`src/rtl/mecobo_pkg.sv`:
```
// Shared mecobo definitions: serializer state encoding, packet length and the
// latched sample record.
package mecobo_pkg;

  localparam logic [2:0] PKT_WORDS = 3'd4;

  localparam logic [2:0] ST_IDLE = 3'd0;
  localparam logic [2:0] ST_HDR  = 3'd1;
  localparam logic [2:0] ST_TH   = 3'd2;
  localparam logic [2:0] ST_TL   = 3'd3;
  localparam logic [2:0] ST_VAL  = PKT_WORDS;

  typedef struct packed {
    logic [7:0]  channel;
    logic [15:0] value;
    logic [31:0] tstamp;
  } sample_t;

endpackage

```
`src/rtl/sample_serializer.sv`:
```
// Serializes accepted samples into four 16-bit words (header, time high,
// time low, value) for the EBI-side sample FIFO.
module sample_serializer
  import mecobo_pkg::*;
#(
  parameter int POSITION = 242,
  parameter int SEQ_W    = 8
) (
  input  logic        clk,
  input  logic        rst,
  input  logic        cmd_bus_en,
  input  logic        cmd_bus_wr,
  input  logic [15:0] cmd_bus_addr,
  input  logic [31:0] cmd_bus_data,
  input  logic        in_valid,
  output logic        in_ready,
  input  logic [7:0]  in_channel,
  input  logic [15:0] in_value,
  input  logic [31:0] in_time,
  output logic [15:0] out_data,
  output logic        out_wr,
  input  logic        out_full,
  output logic        busy,
  output logic [15:0] pkt_count
);

  logic [2:0]       state_r;
  logic [2:0]       state_nx_s;
  logic             enable_r;
  logic [SEQ_W-1:0] seq_r;
  logic [SEQ_W-1:0] seq_lat_r;
  logic [15:0]      pkt_count_r;
  sample_t          sample_r;
  logic             cfg_wr_s;
  logic             clear_s;
  logic             accept_s;
  logic             out_wr_s;
  logic             val_wr_s;
  logic             unused_s;

  assign cfg_wr_s = cmd_bus_en & cmd_bus_wr & (cmd_bus_addr == 16'(POSITION));
  assign clear_s  = cfg_wr_s & cmd_bus_data[1];
  assign unused_s = ^cmd_bus_data[31:2];

  assign in_ready  = (state_r == ST_IDLE) & enable_r;
  assign accept_s  = in_valid & in_ready;
  assign out_wr_s  = (state_r != ST_IDLE) & ~out_full;
  assign val_wr_s  = (state_r == ST_VAL) & out_wr_s;
  assign out_wr    = out_wr_s;
  assign busy      = (state_r != ST_IDLE);
  assign pkt_count = pkt_count_r;

  // Next-state: each word state only moves on once its word is written.
  always_comb begin
    state_nx_s = state_r;
    case (state_r)
      ST_IDLE: begin
        if (accept_s) state_nx_s = ST_HDR;
        else          state_nx_s = ST_IDLE;
      end
      ST_HDR: begin
        if (out_wr_s) state_nx_s = ST_TH;
        else          state_nx_s = ST_HDR;
      end
      ST_TH: begin
        if (out_wr_s) state_nx_s = ST_TL;
        else          state_nx_s = ST_TH;
      end
      ST_TL: begin
        if (out_wr_s) state_nx_s = ST_VAL;
        else          state_nx_s = ST_TL;
      end
      ST_VAL: begin
        if (out_wr_s) state_nx_s = ST_IDLE;
        else          state_nx_s = ST_VAL;
      end
      default: state_nx_s = ST_IDLE;
    endcase
  end

  // State register; reset abandons any packet in flight.
  always_ff @(posedge clk or posedge rst) begin
    if (rst) state_r <= ST_IDLE;
    else     state_r <= state_nx_s;
  end

  // Enable bit from the config register; the clear bit is never stored.
  always_ff @(posedge clk or posedge rst) begin
    if (rst)           enable_r <= 1'b0;
    else if (cfg_wr_s) enable_r <= cmd_bus_data[0];
    else               enable_r <= enable_r;
  end

  // Sequence and packet counters; a clear beats the VAL-write increment.
  always_ff @(posedge clk or posedge rst) begin
    if (rst) begin
      seq_r       <= '0;
      pkt_count_r <= 16'd0;
    end else begin
      if (clear_s)       seq_r <= '0;
      else if (val_wr_s) seq_r <= seq_r + SEQ_W'(1);
      else               seq_r <= seq_r;
      if (val_wr_s) pkt_count_r <= pkt_count_r + 16'd1;
      else          pkt_count_r <= pkt_count_r;
    end
  end

  // Capture the sample and the seq it travels with at accept time.
  always_ff @(posedge clk or posedge rst) begin
    if (rst) begin
      sample_r  <= '0;
      seq_lat_r <= '0;
    end else if (accept_s) begin
      sample_r.channel <= in_channel;
      sample_r.value   <= in_value;
      sample_r.tstamp  <= in_time;
      seq_lat_r        <= seq_r;
    end else begin
      sample_r  <= sample_r;
      seq_lat_r <= seq_lat_r;
    end
  end

  // Word mux; the header carries the seq low byte, zero-extended if narrower.
  always_comb begin
    out_data = 16'd0;
    case (state_r)
      ST_HDR:  out_data = {sample_r.channel, 8'(seq_lat_r)};
      ST_TH:   out_data = sample_r.tstamp[31:16];
      ST_TL:   out_data = sample_r.tstamp[15:0];
      ST_VAL:  out_data = sample_r.value;
      default: out_data = 16'd0;
    endcase
  end

endmodule

```
`config.mk`:
```
export PLATFORM = sky130hd
export DESIGN_NAME = sample_serializer
export DESIGN_NICKNAME = d
export VERILOG_FILES = /design/src/rtl/mecobo_pkg.sv /design/src/rtl/sample_serializer.sv
export SDC_FILE = /design/constraint.sdc
export NUM_CORES = 1
export LEC_CHECK = 0
export CORE_MARGIN = 2
export CORE_UTILIZATION = 42
export DETAILED_ROUTE_END_ITERATION = 8
export PLACE_DENSITY = 0.85
export SETUP_SLACK_MARGIN = 0.2
export SLEW_MARGIN = 20
export SYNTH_ARGS = -nofsm -noshare
export SYNTH_HDL_FRONTEND = slang
export SYNTH_SLANG_ARGS = --single-unit
```
`constraint.sdc`:
```
create_clock -name clk -period 2.8 [get_ports clk]
set_input_delay 0.28 -clock clk [delete_from_list [all_inputs] [get_ports clk]]
set_output_delay 0.28 -clock clk [all_outputs]
set_load 0.02 [all_outputs]
```
==> flow_summary.ini, run 1 <==
[status]
status = finished clean

[critical_path]
path_cells = buf_12 -> nor3_2 -> buf_4 -> nand2_1 -> o21ai_0 -> clkdlybuf4s50_1
arrival_ns = 2.19
cp_slowest_cell = clkdlybuf4s50_1
worstPathRequired_ns = 2.52
endpoint_kind = output pin
cpPeakStageDelay_ns = 0.63
start_kind = flip-flop
crit_fanout = 18
critical_path_class = flip-flop to output pin

[pwr]
power_leakage_uw = 0.003103
peakVddDrop_mv = 0.3193
power_density_nw_per_um2 = 458.9

[yosys]
synth_adder_area_share_pct = 0.5613
syn_inst = 334
muxShareOfSynthArea_pct = 25.29
synthXorXnorAreaFrac_pct = 4.519
ys_warn_count = 0
synth_compound_area_share_pct = 4.827
synth-simple-area-share_pct = 9.907
yosysSeqAreaShare_pct = 51.64
synthesis.nets = 446
synth-seq-cells = 92
syn_area_um2 = 4458
synth_top_family_by_area = multiplexers
syn_avg_cell_area_um2 = 13.35
synth.distinct_cells = 32

[global_routing]
grt_max_degree = 35
grt-ovfl-total = 0
grt_pass1_vias = 3246
grt_pass1_wl_um = 16440
grtUsageTotal_pct = 18.50
antenna_found_initial = 0

[die]
dieArea_um2 = 11450
die_w_um = 107.0
ios = 145
initial_core_util_pct = 43.18
core_area_um2 = 10320
die_h_um = 107.0
num_rows = 37

[clock_network]
ctsRootBufferMaster = clkbuf_8
postCtsHoldBufs = 0
clk_pin_slew_ns = 0.09
cts_tree = yes
clk_latency_ns = 0.36
htreeDepth = 3
numCtsBuffers = 9
cts.sinks = 92
clk_path_buf_depth = 2

[detailed_routing]
via_per_inst = 5.067
wire_per_inst_um = 16.79
antenna_left = 0
drt_iter0_markers = 100
firstDrtPassIters = 4
vias = 3035
drt-total-wl_um = 10060
detail_route.drc_violations = 0

[timing]
relSlewSlack_pct = 64.24
slew_viol_final = 0
rsz0062_at_grt = no
worstMarginPinSlew_ns = 0.5353
skew_ns = 0.01138
period_share_pct = 88.20
setup_viol = 0
fin_tns_setup_ns = 0
fmax_mhz = 404.9
hold_violations = 0
period_minus_slack_ns = 2.470

[place]
portBuffers = 114
gp_congestion = 0.7831
dpl.hpwl_um = 7202
placed_cells = 583
place_area_um2 = 5828

[final_layout]
finish.instance_area_um2 = 6043
nets = 570
fin_util_pct = 58.54
final_cells = 599
areaGrowthSynthToFinish_pct = 35.56
antenna_cells = 0
layout-drive-gt1-share_pct = 27.65

[hold_path]
min-delay-path-class = input pin to async pin

[job]
maxCapViolCount = 0
## worst paths after layout
kind / from / end / slack (ns) / cells past startpoint
setup / recovery: state_r[0] / out_data[0] / 0.33 / 6
hold / removal: rst / sample_r[48] / 0.32 / 2
setup reg to reg: state_r[1] / sample_r[37] / 0.69 / 6
hold reg to reg: pkt_count[15] / pkt_count[15] / 0.48 / 1
max in group asynchronous: rst / pkt_count[1] / 1.84 / 3
min in group clk: pkt_count[15] / pkt_count[15] / 0.48 / 1
## cells by family after synthesis
| kind of cell | count (synthesis) |
|---|---|
| xor+xnor | 23 |
| buf+inv | 24 |
| fa+ha+maj | 2 |
| flops | 92 |
| mux | 84 |
| compound gates | 34 |
| simple gates | 75 |
## metrics by stage
step	setup slack [ns]	hold WS (ns)	total power, uW
6_report	0.3305	0.3197	2773
5_1_grt	0.2030	0.3464	2908
4_1_cts	0.1600	0.3386	2785
3_5_place_dp	0.4668	0.4709	1958
3_3_place_gp	0.5086	0.4605	1955
2_1_floorplan	0.9149	0.4131	1664
## cells in the mapped netlist
master | number | area (um2)
nand4_1 | 5 | 31.28
and3_1 | 4 | 25.02
or3_1 | 1 | 6.260
xor2_1 | 12 | 105.1
nand3_1 | 3 | 15.01
a32o_1 | 1 | 10.01
nand2_1 | 27 | 101.4
nor4_1 | 1 | 6.260
mux2_2 | 33 | 371.6
nor4bb_1 | 2 | 20.02
nor4b_4 | 1 | 23.77
nor4b_1 | 1 | 8.760
o21ai_0 | 17 | 85.08
nor2b_1 | 3 | 18.77
buf_2 | 5 | 25.02
buf_6 | 6 | 67.56
dfrtp_1 | 92 | 2302
a22oi_1 | 16 | 120.1
and4_1 | 2 | 17.52
nand4_2 | 1 | 12.51
ha_1 | 2 | 25.02
xnor2_1 | 11 | 96.34
and2_1 | 1 | 6.260
nor2_1 | 14 | 52.55
inv_1 | 8 | 30.03
buf_4 | 1 | 7.510
mux2_4 | 49 | 735.7
nand4_4 | 1 | 21.27
mux2i_1 | 2 | 20.02
nor3_1 | 1 | 5.000
clkbuf_1 | 4 | 15.01
nor3_2 | 7 | 70.07
## metal layers
layer	vias to the layer above	track usage (%)	wire [um]
met3	7	4.438	476
met5	-	0	0
met1	1526	24.07	4465
met4	0	4.824	71
li1	1422	-	-
met2	80	31.01	5041
## registers in the layout, indices dropped and copies added, names as in the netlist
register,cells
seq_lat_r,8
state_r,3
seq_r,8
enable_r,1
sample_r,56
pkt_count,16
## critical path, delay by kind of cell, from the launching register on
kind	cells	cell delay (ns)
AO/OA/AOI/OAI	1	0.07
buffers and inverters	3	1.06
flip-flops	1	0.49
AND/OR/NAND/NOR	2	0.21
## timing repair
| item | in CTS | in global routing |
|---|---|---|
| gates cloned | 0 | 0 |
| setup buffers | 0 | 0 |
| gates resized for setup | 5 | 14 |
| endpoints found under the setup margin | 7 | 14 |
## area by class of cell
class,count,area (um2)
timing repair buffer,129,1328
multi-input combinational,218,2027
fill,811,4280
clock buffer,11,141.4
sequential,92,2306
clock inverter,5,37.54
inverter,8,33.78
tap,136,170.2
## cell usage in the layout, fill, tap and decap left out, types with 4 or more instances in the layout
master           Yosys  routed
inv_1                8       7
nand2_1             27      26
nor3_2               7       6
dlymetal6s2s_1       0      11
nand4_1              5       5
o21ai_0             17      17
mux2_2              33      33
and3_1               4       4
buf_4                1      11
a22oi_1             16      16
clkdlybuf4s50_1      0     100
xor2_1              12      12
dfrtp_1             92      89
nor2_1              14      14
mux2_4              49      49
clkbuf_8             0      10
buf_12               0       4
xnor2_1             11      11
## report_power, final
part,total (uW),internal (uW),switching [uW]
registers,1420,1350,66.3
logic,526,263,263
clock network,827,349,478
Note: power is estimated with default switching activity, not from simulation.
==> run 2: changes to the inputs <==
--- a/config.mk
+++ b/config.mk
@@ -6,9 +6,11 @@
 export NUM_CORES = 1
 export LEC_CHECK = 0
 export CORE_MARGIN = 2
-export CORE_UTILIZATION = 42
+export CORE_UTILIZATION = 50
 export DETAILED_ROUTE_END_ITERATION = 8
-export PLACE_DENSITY = 0.85
+export GPL_ROUTABILITY_DRIVEN = 1
+export PLACE_DENSITY = 0.94
+export REMOVE_ABC_BUFFERS = 1
 export SETUP_SLACK_MARGIN = 0.2
 export SLEW_MARGIN = 20
 export SYNTH_ARGS = -nofsm -noshare
==> constraint.sdc (replaced) <==
create_clock -name clk -period 2.9 [get_ports clk]
set_input_delay 0.29 -clock clk [delete_from_list [all_inputs] [get_ports clk]]
set_output_delay 0.29 -clock clk [all_outputs]
set_load 0.02 [all_outputs]
==> flow_summary.ini, run 2 (synthesis results as in run 1) <==
[critical_path]
cp_slowest_cell = clkdlybuf4s50_1
arrival_ns = 2.30
start_kind = flip-flop
critical_path_class = flip-flop to output pin
crit_top_cell = buf_4
worstPathRequired_ns = 2.61
cpPeakStageDelay_ns = 0.64
endpoint_kind = output pin
reg2reg_depth = 6
path_cells = buf_4 -> nor3_2 -> buf_4 -> nand2_1 -> o21ai_0 -> clkdlybuf4s50_1
crit_fanout = 14

[timing]
period_share_pct = 89.31
rsz0062_at_grt = no
worstMarginPinSlew_ns = 0.4715
fmax_mhz = 386.1
slew_viol_final = 0
setup_slack_ns = 0.3099
setup_viol = 0
fin_tns_setup_ns = 0
skew_ns = 0.01112
period_minus_slack_ns = 2.590
timing.hold.ws_ns = 0.4060
relSlewSlack_pct = 68.57
hold_violations = 0

[die]
initial_core_util_pct = 51.37
num_rows = 34
ios = 145
die_h_um = 98.43
dieArea_um2 = 9687
core_area_um2 = 8678
die_w_um = 98.43

[global_routing]
grt-ovfl-total = 0
grtUsageTotal_pct = 21.63
antenna_found_initial = 0
grt_max_degree = 93
grt_pass1_vias = 3292
grt_pass1_wl_um = 16530

[final_layout]
layout-drive-gt1-share_pct = 27.06
fill_cells = 653
final_cell_mix = 108 x clkdlybuf4s50_1, 90 x dfrtp_1, 49 x mux2_4
largest_reg_flops = 56
fin_util_pct = 68.79
final_common_cell = clkdlybuf4s50_1
nets = 569
antenna_cells = 0
top_register = sample_r
areaGrowthSynthToFinish_pct = 33.90

[pwr]
power_leakage_uw = 0.002968
finalPower_uw = 2744
power_density_nw_per_um2 = 459.7
peakVddDrop_mv = 0.2712

[detailed_routing]
drt_iter0_markers = 66
top_layer = met4
detail_route.drc_violations = 0
m1WireLength_um = 4128
wire_per_inst_um = 17.45
via_per_inst = 5.321
firstDrtPassIters = 4
antenna_left = 0
vias = 3033
drt-total-wl_um = 9944
wl_met3_um = 483
wl_met2_um = 5114

[status]
status = finished clean

[clock_network]
clk_path_buf_depth = 2
cts_setup_buffers = 0
post_cts_resized = 4
numCtsBuffers = 9
clk_latency_ns = 0.35
clk_pin_slew_ns = 0.09
htreeDepth = 3
ctsRootBufferMaster = clkbuf_8
postCtsHoldBufs = 0
cts_tree = yes
cts.sinks = 92

[place]
gp_congestion = 0.8309
portBuffers = 114
pre_cts_slack_ns = 0.4927
dpl.hpwl_um = 7060

[hold_path]
min-delay-path-class = input pin to async pin

[job]
maxCapViolCount = 0
-- run 2: cell count changes in the layout (fill, tap and decap cells not counted), moves of 2 or more --
cell | before | now
clkinvlp_4 | 3 | 1
buf_12 | 4 | 2
inv_6 | 0 | 2
clkdlybuf4s50_1 | 100 | 108
dlymetal6s2s_1 | 11 | 4
-- run 2: worst paths after layout --
kind	from	end	slack (ns)
max	state_r[1]	out_data[3]	0.31
min	rst	sample_r[27]	0.41
max reg2reg	state_r[1]	sample_r[13]	0.61
min reg2reg	pkt_count[15]	pkt_count[15]	0.48
max in group asynchronous	rst	state_r[1]	2.12
min in group clk	pkt_count[15]	pkt_count[15]	0.48
-- run 2: stage by stage --
stage	area [um2]	cells
after floorplan	4343	318
after global placement	5759	554
after detailed placement	5759	554
after CTS	5959	570
after global routing	5969	570
final	5969	570
-- run 2: power by group --
part | internal, uW | switching [uW] | leakage [uW]
combinational | 239 | 258 | 0.00161
sequential | 1310 | 58.3 | 0.00126
clock | 409 | 475 | 0.0000975
total | 1950 | 791 | 0.00297
-- run 2: layout make-up --
cell class              instances  area, um2  share of cell area, %
clock buffers                  10      127.6                  2.138
clock inverters                 6      72.57                  1.216
inverters                       8      32.53                 0.5450
multi-input cells             218       2018                  33.81
flip-flops and latches         92       2305                  38.61
well taps                     108      135.1                  2.264
repair buffers                128       1279                  21.42
-- run 2: routing by layer --
layer	GRT usage, %	up-vias
li1	-	1428
met1	26.33	1501
met2	38.41	87
met3	4.113	17
met4	7.798	0
met5	0	-
-- run 2: worst max-delay path, delay by kind of cell, from the launching register on --
| family | cells | cell delay, ns |
|---|---|---|
| AOI/OAI and AO/OA | 1 | 0.07 |
| buffers and inverters | 3 | 1.11 |
| and+or+nand+nor | 2 | 0.26 |
| DFF | 1 | 0.51 |
==> run 3: changes to the inputs <==
--- a/config.mk
+++ b/config.mk
@@ -7,8 +7,10 @@
 export LEC_CHECK = 0
 export CORE_MARGIN = 2
 export CORE_UTILIZATION = 50
+export CTS_CLUSTER_SIZE = 25
 export DETAILED_ROUTE_END_ITERATION = 8
 export GPL_ROUTABILITY_DRIVEN = 1
+export GPL_TIMING_DRIVEN = 0
 export PLACE_DENSITY = 0.94
 export REMOVE_ABC_BUFFERS = 1
 export SETUP_SLACK_MARGIN = 0.2
==> flow_summary.ini, run 3 (synthesis results as in run 1) <==
[place]
portBuffers = 114
place_area_um2 = 5683
dpl.hpwl_um = 6821
pre_cts_slack_ns = -0.6697
placed_cells = 542
gp_congestion = 0.8208

[timing]
rsz0062_at_grt = no
timing.hold.ws_ns = 0.3540
slew_viol_final = 0
fmax_mhz = 407.4
period_share_pct = 84.63
skew_ns = 0.007717
setup_viol = 0
relSlewSlack_pct = 30.29
worstMarginPinSlew_ns = 1.041
period_minus_slack_ns = 2.454
setup_slack_ns = 0.4456
hold_violations = 0

[global_routing]
grt_pass1_wl_um = 16800
antenna_found_initial = 0
grt_pass1_vias = 3341
grt_max_degree = 54
grt-ovfl-total = 0
grtUsageTotal_pct = 21.68

[critical_path]
crit_fanout = 17
r2r_end = pkt_count[11]
regToRegStartpoint = state_r[0]
cp.buffers_inverters = 1
endpoint_kind = flip-flop
worstPathRequired_ns = 3.15
critical_path_class = flip-flop to flip-flop
cp.depth = 5
crit_family = simple AND/OR/NAND/NOR gates
cpPeakStageDelay_ns = 0.86
path_cells = buf_6 -> nor4b_4 -> nand4_4 -> nor3_2 -> xor2_1
cp_slowest_cell = nor4b_4
reg2reg_depth = 5
start_kind = flip-flop
ff2ff_setup_slack_ns = 0.45
arrival_ns = 2.70

[detailed_routing]
firstDrtPassIters = 4
vias = 3033
detail_route.drc_violations = 0
antenna_left = 0
drt-total-wl_um = 10070
wire_per_inst_um = 17.88
drt_iter0_markers = 106
via_per_inst = 5.387

[die]
die_h_um = 98.43
ios = 145
initial_core_util_pct = 51.37
core_area_um2 = 8678
dieArea_um2 = 9687
die_w_um = 98.43
num_rows = 34

[clock_network]
numCtsBuffers = 9
cts.sinks = 92
htreeDepth = 3
postCtsHoldBufs = 0
cts_tree = yes
clk_path_buf_depth = 2
ctsRootBufferMaster = clkbuf_8
clk_latency_ns = 0.34
clk_pin_slew_ns = 0.09

[pwr]
power_leakage_uw = 0.003121
finalPower_uw = 2884
peakVddDrop_mv = 0.2967
power_density_nw_per_um2 = 478.7

[final_layout]
areaGrowthSynthToFinish_pct = 35.17
largest_reg_flops = 56
final_cells = 563
layout-drive-gt1-share_pct = 26.15
nets = 562
final_common_cell = clkdlybuf4s50_1
top_register = sample_r
finish.instance_area_um2 = 6026
antenna_cells = 0
final_cell_mix = 98 x clkdlybuf4s50_1, 89 x dfrtp_1, 49 x mux2_4

[job]
maxCapViolCount = 0

[hold_path]
min-delay-path-class = input pin to async pin

[status]
status = finished clean
run 3: worst max path at each step:
stage | start | endpoint | slack, ns
floorplan | state_r[0] | sample_r[0] | -0.80
global placement | state_r[0] | seq_lat_r[5] | -1.58
detailed placement | state_r[0] | out_data[0] | -0.67
CTS | state_r[0] | out_data[8] | 0.20
global route | state_r[0] | pkt_count[9] | 0.24
finish | state_r[0] | pkt_count[11] | 0.45
run 3: what timing repair did:
item / CTS / global route
setup buffers: 5 / 0
pin swaps: 1 / 1
endpoints found under the setup margin: 44 / 14
hold endpoints to repair: 0 / 0
resized for setup: 11 / 13
run 3: final cells by class:
cell class,instances,area (um2)
Inverter,8,32.53
Multi-Input combinational cell,218,2034
Timing Repair Buffer,121,1280
Sequential cell,92,2311
Clock inverter,4,97.59
Tap cell,108,135.1
Fill cell,610,2653
Clock buffer,12,135.1
run 3: power by group:
group          switching, uW  leakage [uW]  total [uW]  internal [uW]
sequential               133       0.00126        1440           1310
clock                    427      0.000111        1000            575
combinational            191       0.00175         439            248
total                    750       0.00312        2880           2130
run 3: stage by stage:
stage | utilization, % | setup TNS, ns
after detailed placement | 65.48 | -7.351
final | 69.43 | 0
after CTS | 69.06 | 0
after global routing | 69.43 | 0
after floorplan | - | -49.77
after global placement | 64.75 | -205.15
run 3: routing by layer:
layer / vias up / routed length [um] / track usage (%)
met4: 0 / 117 / 6.428
met2: 87 / 5197 / 37.05
li1: 1411 / - / -
met5: - / 0 / 0
met1: 1523 / 4347 / 28.60
met3: 12 / 406 / 3.688
